===== config.mk =====
export PLATFORM = sky130hd
export DESIGN_NAME = pic_fetch_unit
export DESIGN_NICKNAME = d
export VERILOG_FILES = /design/src/rtl/pic_fetch_unit.sv
export SDC_FILE = /design/constraint.sdc
export NUM_CORES = 1
export LEC_CHECK = 0
export ABC_AREA = 1
export CAP_MARGIN = 20
export CORE_MARGIN = 3
export CORE_UTILIZATION = 35
export DETAILED_ROUTE_END_ITERATION = 12
export GPL_TIMING_DRIVEN = 0
export SKIP_CTS_REPAIR_TIMING = 1
export SLEW_MARGIN = 20
export SYNTH_ARGS = -nofsm -noshare
export SYNTH_HDL_FRONTEND = slang
export SYNTH_SLANG_ARGS = --single-unit

===== constraint.sdc =====
create_clock -name clk -period 1.5 [get_ports clk]
set_input_delay 0.3 -clock clk [delete_from_list [all_inputs] [get_ports clk]]
set_output_delay 0.3 -clock clk [all_outputs]
set_load 0.01 [all_outputs]

===== src/rtl/pic_fetch_unit.sv =====
// pic_fetch_unit: PIC-style fetch stage with the PC, a one-cycle redirect bubble, the return stack and goto-$ halt detection.
// Define PIC_FETCH_STACK_EN to build the hardware return stack; without it, call acts as goto and ret only flags underflow.
module pic_fetch_unit #(
    parameter int          STACK_DEPTH = 8,
    parameter logic [13:0] NOP_WORD    = 14'h0000
) (
    input  logic        clk,
    input  logic        rst_n,
    output logic [10:0] Rom_addr_out,
    input  logic [13:0] Rom_data_in,
    output logic [13:0] ir_out,
    output logic [10:0] ir_pc,
    output logic        ir_valid,
    input  logic        stall,
    input  logic        branch_req,
    input  logic        call_req,
    input  logic        ret_req,
    input  logic        skip_req,
    input  logic [10:0] target,
    output logic        stk_ovf,
    output logic        stk_unf,
    output logic        halted
);
    typedef enum logic [1:0] {RUN, FLUSH, HALT} state_t;

    state_t      state_q, state_d;
    logic [10:0] pc_q, pc_d, ir_pc_q, ir_pc_d, dest;
    logic [13:0] ir_q, ir_d;
    logic        valid_q, valid_d, ovf_q, ovf_d, unf_q, unf_d, halt_q, halt_d;
    logic        act, do_ret, do_call, do_br, do_skip, self_loop, redirect, ovf_set, unf_set;

    if (STACK_DEPTH < 2 || (STACK_DEPTH & (STACK_DEPTH - 1)) != 0) begin : g_depth_chk
        $error("STACK_DEPTH must be a power of two >= 2");
    end

    assign act       = valid_q & ~stall;
    assign do_ret    = act & ret_req;
    assign do_call   = act & ~ret_req & call_req;
    assign do_br     = act & ~ret_req & ~call_req & branch_req;
    assign do_skip   = act & ~ret_req & ~call_req & ~branch_req & skip_req;
    assign self_loop = do_br && ir_q[13:11] == 3'b101 && ir_q[10:0] == ir_pc_q;

`ifdef PIC_FETCH_STACK_EN
    localparam int          AW   = $clog2(STACK_DEPTH);
    localparam logic [AW:0] FULL = (AW + 1)'(STACK_DEPTH);

    logic [10:0]   stk_q [STACK_DEPTH];
    logic [AW-1:0] sp_q;
    logic [AW:0]   cnt_q;
    logic          empty, full;

    assign empty    = cnt_q == '0;
    assign full     = cnt_q == FULL;
    assign redirect = do_ret | do_call | do_br;
    assign dest     = do_ret ? (empty ? 11'h000 : stk_q[sp_q - 1'b1]) : target;
    assign ovf_set  = do_call & full;
    assign unf_set  = do_ret & empty;

    // Circular buffer: a push onto a full stack lands on the oldest slot.
    always_ff @(posedge clk) begin
        if (do_call) stk_q[sp_q] <= pc_q;
    end

    always_ff @(posedge clk or negedge rst_n) begin
        if (!rst_n) begin
            sp_q  <= '0;
            cnt_q <= '0;
        end else if (do_call) begin
            sp_q  <= sp_q + 1'b1;
            cnt_q <= full ? cnt_q : cnt_q + 1'b1;
        end else if (do_ret && !empty) begin
            sp_q  <= sp_q - 1'b1;
            cnt_q <= cnt_q - 1'b1;
        end
    end
`else
    assign redirect = do_call | do_br;
    assign dest     = target;
    assign ovf_set  = 1'b0;
    assign unf_set  = do_ret;
`endif

    always_comb begin
        state_d = state_q;
        pc_d    = pc_q;
        ir_d    = ir_q;
        ir_pc_d = ir_pc_q;
        valid_d = valid_q;
        halt_d  = halt_q;
        ovf_d   = ovf_q | ovf_set;
        unf_d   = unf_q | unf_set;
        if (!stall && state_q != HALT) begin
            if (self_loop) begin
                pc_d    = target;
                ir_d    = NOP_WORD;
                valid_d = 1'b0;
                halt_d  = 1'b1;
                state_d = HALT;
            end else if (redirect || do_skip) begin
                pc_d    = redirect ? dest : pc_q + 11'd1;
                ir_d    = NOP_WORD;
                valid_d = 1'b0;
                state_d = FLUSH;
            end else begin
                ir_d    = Rom_data_in;
                ir_pc_d = pc_q;
                valid_d = 1'b1;
                pc_d    = pc_q + 11'd1;
                state_d = RUN;
            end
        end
    end

    always_ff @(posedge clk or negedge rst_n) begin
        if (!rst_n) begin
            state_q <= RUN;
            pc_q    <= '0;
            ir_q    <= NOP_WORD;
            ir_pc_q <= '0;
            valid_q <= 1'b0;
            ovf_q   <= 1'b0;
            unf_q   <= 1'b0;
            halt_q  <= 1'b0;
        end else begin
            state_q <= state_d;
            pc_q    <= pc_d;
            ir_q    <= ir_d;
            ir_pc_q <= ir_pc_d;
            valid_q <= valid_d;
            ovf_q   <= ovf_d;
            unf_q   <= unf_d;
            halt_q  <= halt_d;
        end
    end

    assign Rom_addr_out = pc_q;
    assign ir_out       = ir_q;
    assign ir_pc        = ir_pc_q;
    assign ir_valid     = valid_q;
    assign stk_ovf      = ovf_q;
    assign stk_unf      = unf_q;
    assign halted       = halt_q;
endmodule


==> flow_summary.yaml <==
timing:
  timing.hold.ws_ns: 0.309
  setup_tns_ns: 0
  finalHoldViolCount: 0
  finalSetupViolCount: 0
  fmax_ghz: 0.726
  slew_violations: 0
  post-route-period-util_pct: 91.8
  finClkSkew_ns: 0.00613
  post-route-min-period_ns: 1.38
routing:
  drc: 0
  wl_per_cell_um: 13.3
  first_pass_iters: 4
  detail-route-antenna-nets: 0
  num_vias: 2147
  drtIter0Drc: 113
  wl_um: 6290
  avgViaCountPerCell: 4.53
floorplanning:
  initial_core_util_pct: 36.4
  core_area_sq_um: 6390
  rows: 29
  fp.dieH_um: 87.5
  die_area_sq_um: 7660
  die_x_um: 87.5
  io_pins: 72
grt:
  grt_max_degree: 32
  antenna_found_initial: 0
  grt-ovfl-total: 0
  groute.usage.overall_pct: 16.3
  grt_pass1_wl_um: 9670
  grt_pass1_vias: 1953
worst_setup_path:
  worstSetupPathType: "reg2reg"
  crit_path_start: "Rom_addr_out[0]$_DFFE_PN0P_"
  crit_required_ns: 1.69
  crit_arrival_ns: 1.56
  slowest_delay_ns: 0.40
  r2r-start: "Rom_addr_out[0]$_DFFE_PN0P_"
  cp_top_family: "simple AND/OR/NAND/NOR gates"
  critPathLaunchType: "register"
  slowest_stage: "dfrtp_1"
  worstPathCellList: "ha_2 -> nand2_2 -> nor2_4 -> nand3_1 -> o21ai_1 -> nand3_1 -> nand2_1 -> nand2_1"
  cp_num_buf_inv: 0
  worstSetupEndpointType: "register"
  rrSetupSlack_ns: 0.12
  crit_fanout: 4
cells_and_area:
  finalNetCount: 429
  synthToLayoutAreaGrowth_pct: 52.7
  n_fill_cell: 638
  utilization_pct: 55.7
  fin_cells: 474
  layout_commonest_cell: "nand2_1"
  n_antenna_cell: 0
  layout_common_cells: "85 x nand2_1, 45 x inv_1, 40 x dlymetal6s2s_1"
  drive_gt1_share_pct: 20.9
  multi_input_area_sq_um: 1020
  seqCellArea_sq_um: 1030
place:
  gp_congestion: 0.768
  port_buffers: 70
  dp.cells: 441
  dp_hpwl_um: 4520
power:
  p_leak_nw: 2.17
  peakVddDrop_uv: 906
  p_total_mw: 6.59
  power-per-cell-area_nw_per_um2: 1850
clock_tree:
  cts_inserted_buffers: 5
  clk_path_buf_depth: 2
  htreeDepth: 2
  worst_skew_pair.late_latency_ns: 0.29
  clk_pin_slew_worst_paths_ns: 0.08
  clkSinkCount: 41
  tritoncts: "yes"
  cts-root-buf: "clkbuf_8"
hold_path:
  min_from: "stall"
  hold_path_class: "in2reg"
logic_synthesis:
  netlist.area_leader.share_pct: 44.1
  ys_seq_elements: 41
  syn_nets: 326
  syn_avg_cell_area_sq_um: 7.94
  yosysWarnings: 0
  yosys.area.top_type: "dfrtp_1"
  ys_top_cells_by_area: "dfrtp_1 44%, nand2_1 14%, inv_1 7.3%"
  ys_seq_area_share_pct: 44.1
  ys_types: 31
  syn_area_sq_um: 2330
  syn_inst: 293
status:
  run_status: "complete, no violations"
job:
  maxCapViolations: 0
[sequential cells by signal, summed over array words and instances (netlist names)]
| name | count |
|---|---|
| ir_out | 14 |
| Rom_addr_out | 11 |
| ir_pc | 11 |
| state_q | 2 |
| halted | 1 |
| ir_valid | 1 |
| stk_unf | 1 |
[per-stage QoR]
step                      setup WS (ns)  cell area [sq um]
after floorplan                   0.169               2330
after global placement            -1.04               3120
after detailed placement         -0.234               3140
after CTS                        -0.190               3260
after global routing            -0.0103               3550
final                             0.123               3550
[logic make-up (layout without fill, tap and decap cells)]
| family | after synthesis | in the layout | synth area share, % |
|---|---|---|---|
| AND/OR/NAND/NOR | 141 | 142 | 27.3 |
| buffers and inverters | 60 | 163 | 12.5 |
| AO/OA/AOI/OAI | 48 | 48 | 15.1 |
| flip-flops | 41 | 41 | 44.1 |
| adder cells (fa/ha/maj) | 1 | 1 | 0.538 |
| other | 1 | 1 | 0.161 |
| XOR/XNOR | 1 | 1 | 0.376 |
[synthesized netlist by cell type]
cell type and instances:
nand2_2 2, or2_1 1, nand3_2 1, o21ai_1 5
nor2_4 2, o22ai_2 2, nor2_1 12, o21ai_0 17
nor3_1 1, nor3_4 1, buf_6 6, buf_2 2
nand4_1 4, buf_4 2, xor2_1 1, inv_2 4
a21oi_2 3, dfrtp_1 41, o21ai_4 1, conb_1 1
ha_1 1, inv_1 45, nand2_4 2, o21bai_1 2
buf_8 1, nand2_1 86, o21ai_2 14, nor2_2 1
nand3_1 28, o211ai_2 2, a21oi_1 2
[final cells by class]
class | instances | area share, %
flip-flops and latches | 41 | 28.9
multi-input cells | 193 | 28.7
repair buffers | 95 | 28.1
inverters | 49 | 5.24
plain buffers | 11 | 3.03
well taps | 77 | 2.71
clock buffers | 7 | 2.43
clock inverters | 1 | 0.845
[power by group]
group / switching (mW) / leakage [nW] / total, mW / internal (mW)
combinational: 1.79 / 1.60 / 3.60 / 1.81
clock: 0.391 / 0.0585 / 0.934 / 0.543
sequential: 0.446 / 0.510 / 2.06 / 1.61
[routing by layer]
layer / part of all wire, % / global-route usage, %
met1: 47 / 23.0
met2: 46 / 25.7
met3: 5.8 / 2.92
met4: 0.59 / 4.60
met5: 0 / 0
[tightest hold or removal path, stage by stage]
cell	delay, ns
dlymetal6s2s_1	0.14
nand2_1	0.06
nand2_1	0.06
[worst paths after layout]
check | end | cells past startpoint
min in group asynchronous | Rom_addr_out[8]$_DFFE_PN0P_ | 2
max in group asynchronous | Rom_addr_out[6]$_DFFE_PN0P_ | 3
hold reg to reg | halted$_DFFE_PN0P_ | 1
setup reg to reg | Rom_addr_out[8]$_DFFE_PN0P_ | 8
hold / removal | state_q[0]$_DFFE_PN0P_ | 3
setup / recovery | Rom_addr_out[8]$_DFFE_PN0P_ | 8
(Power assumes the default switching activity.)
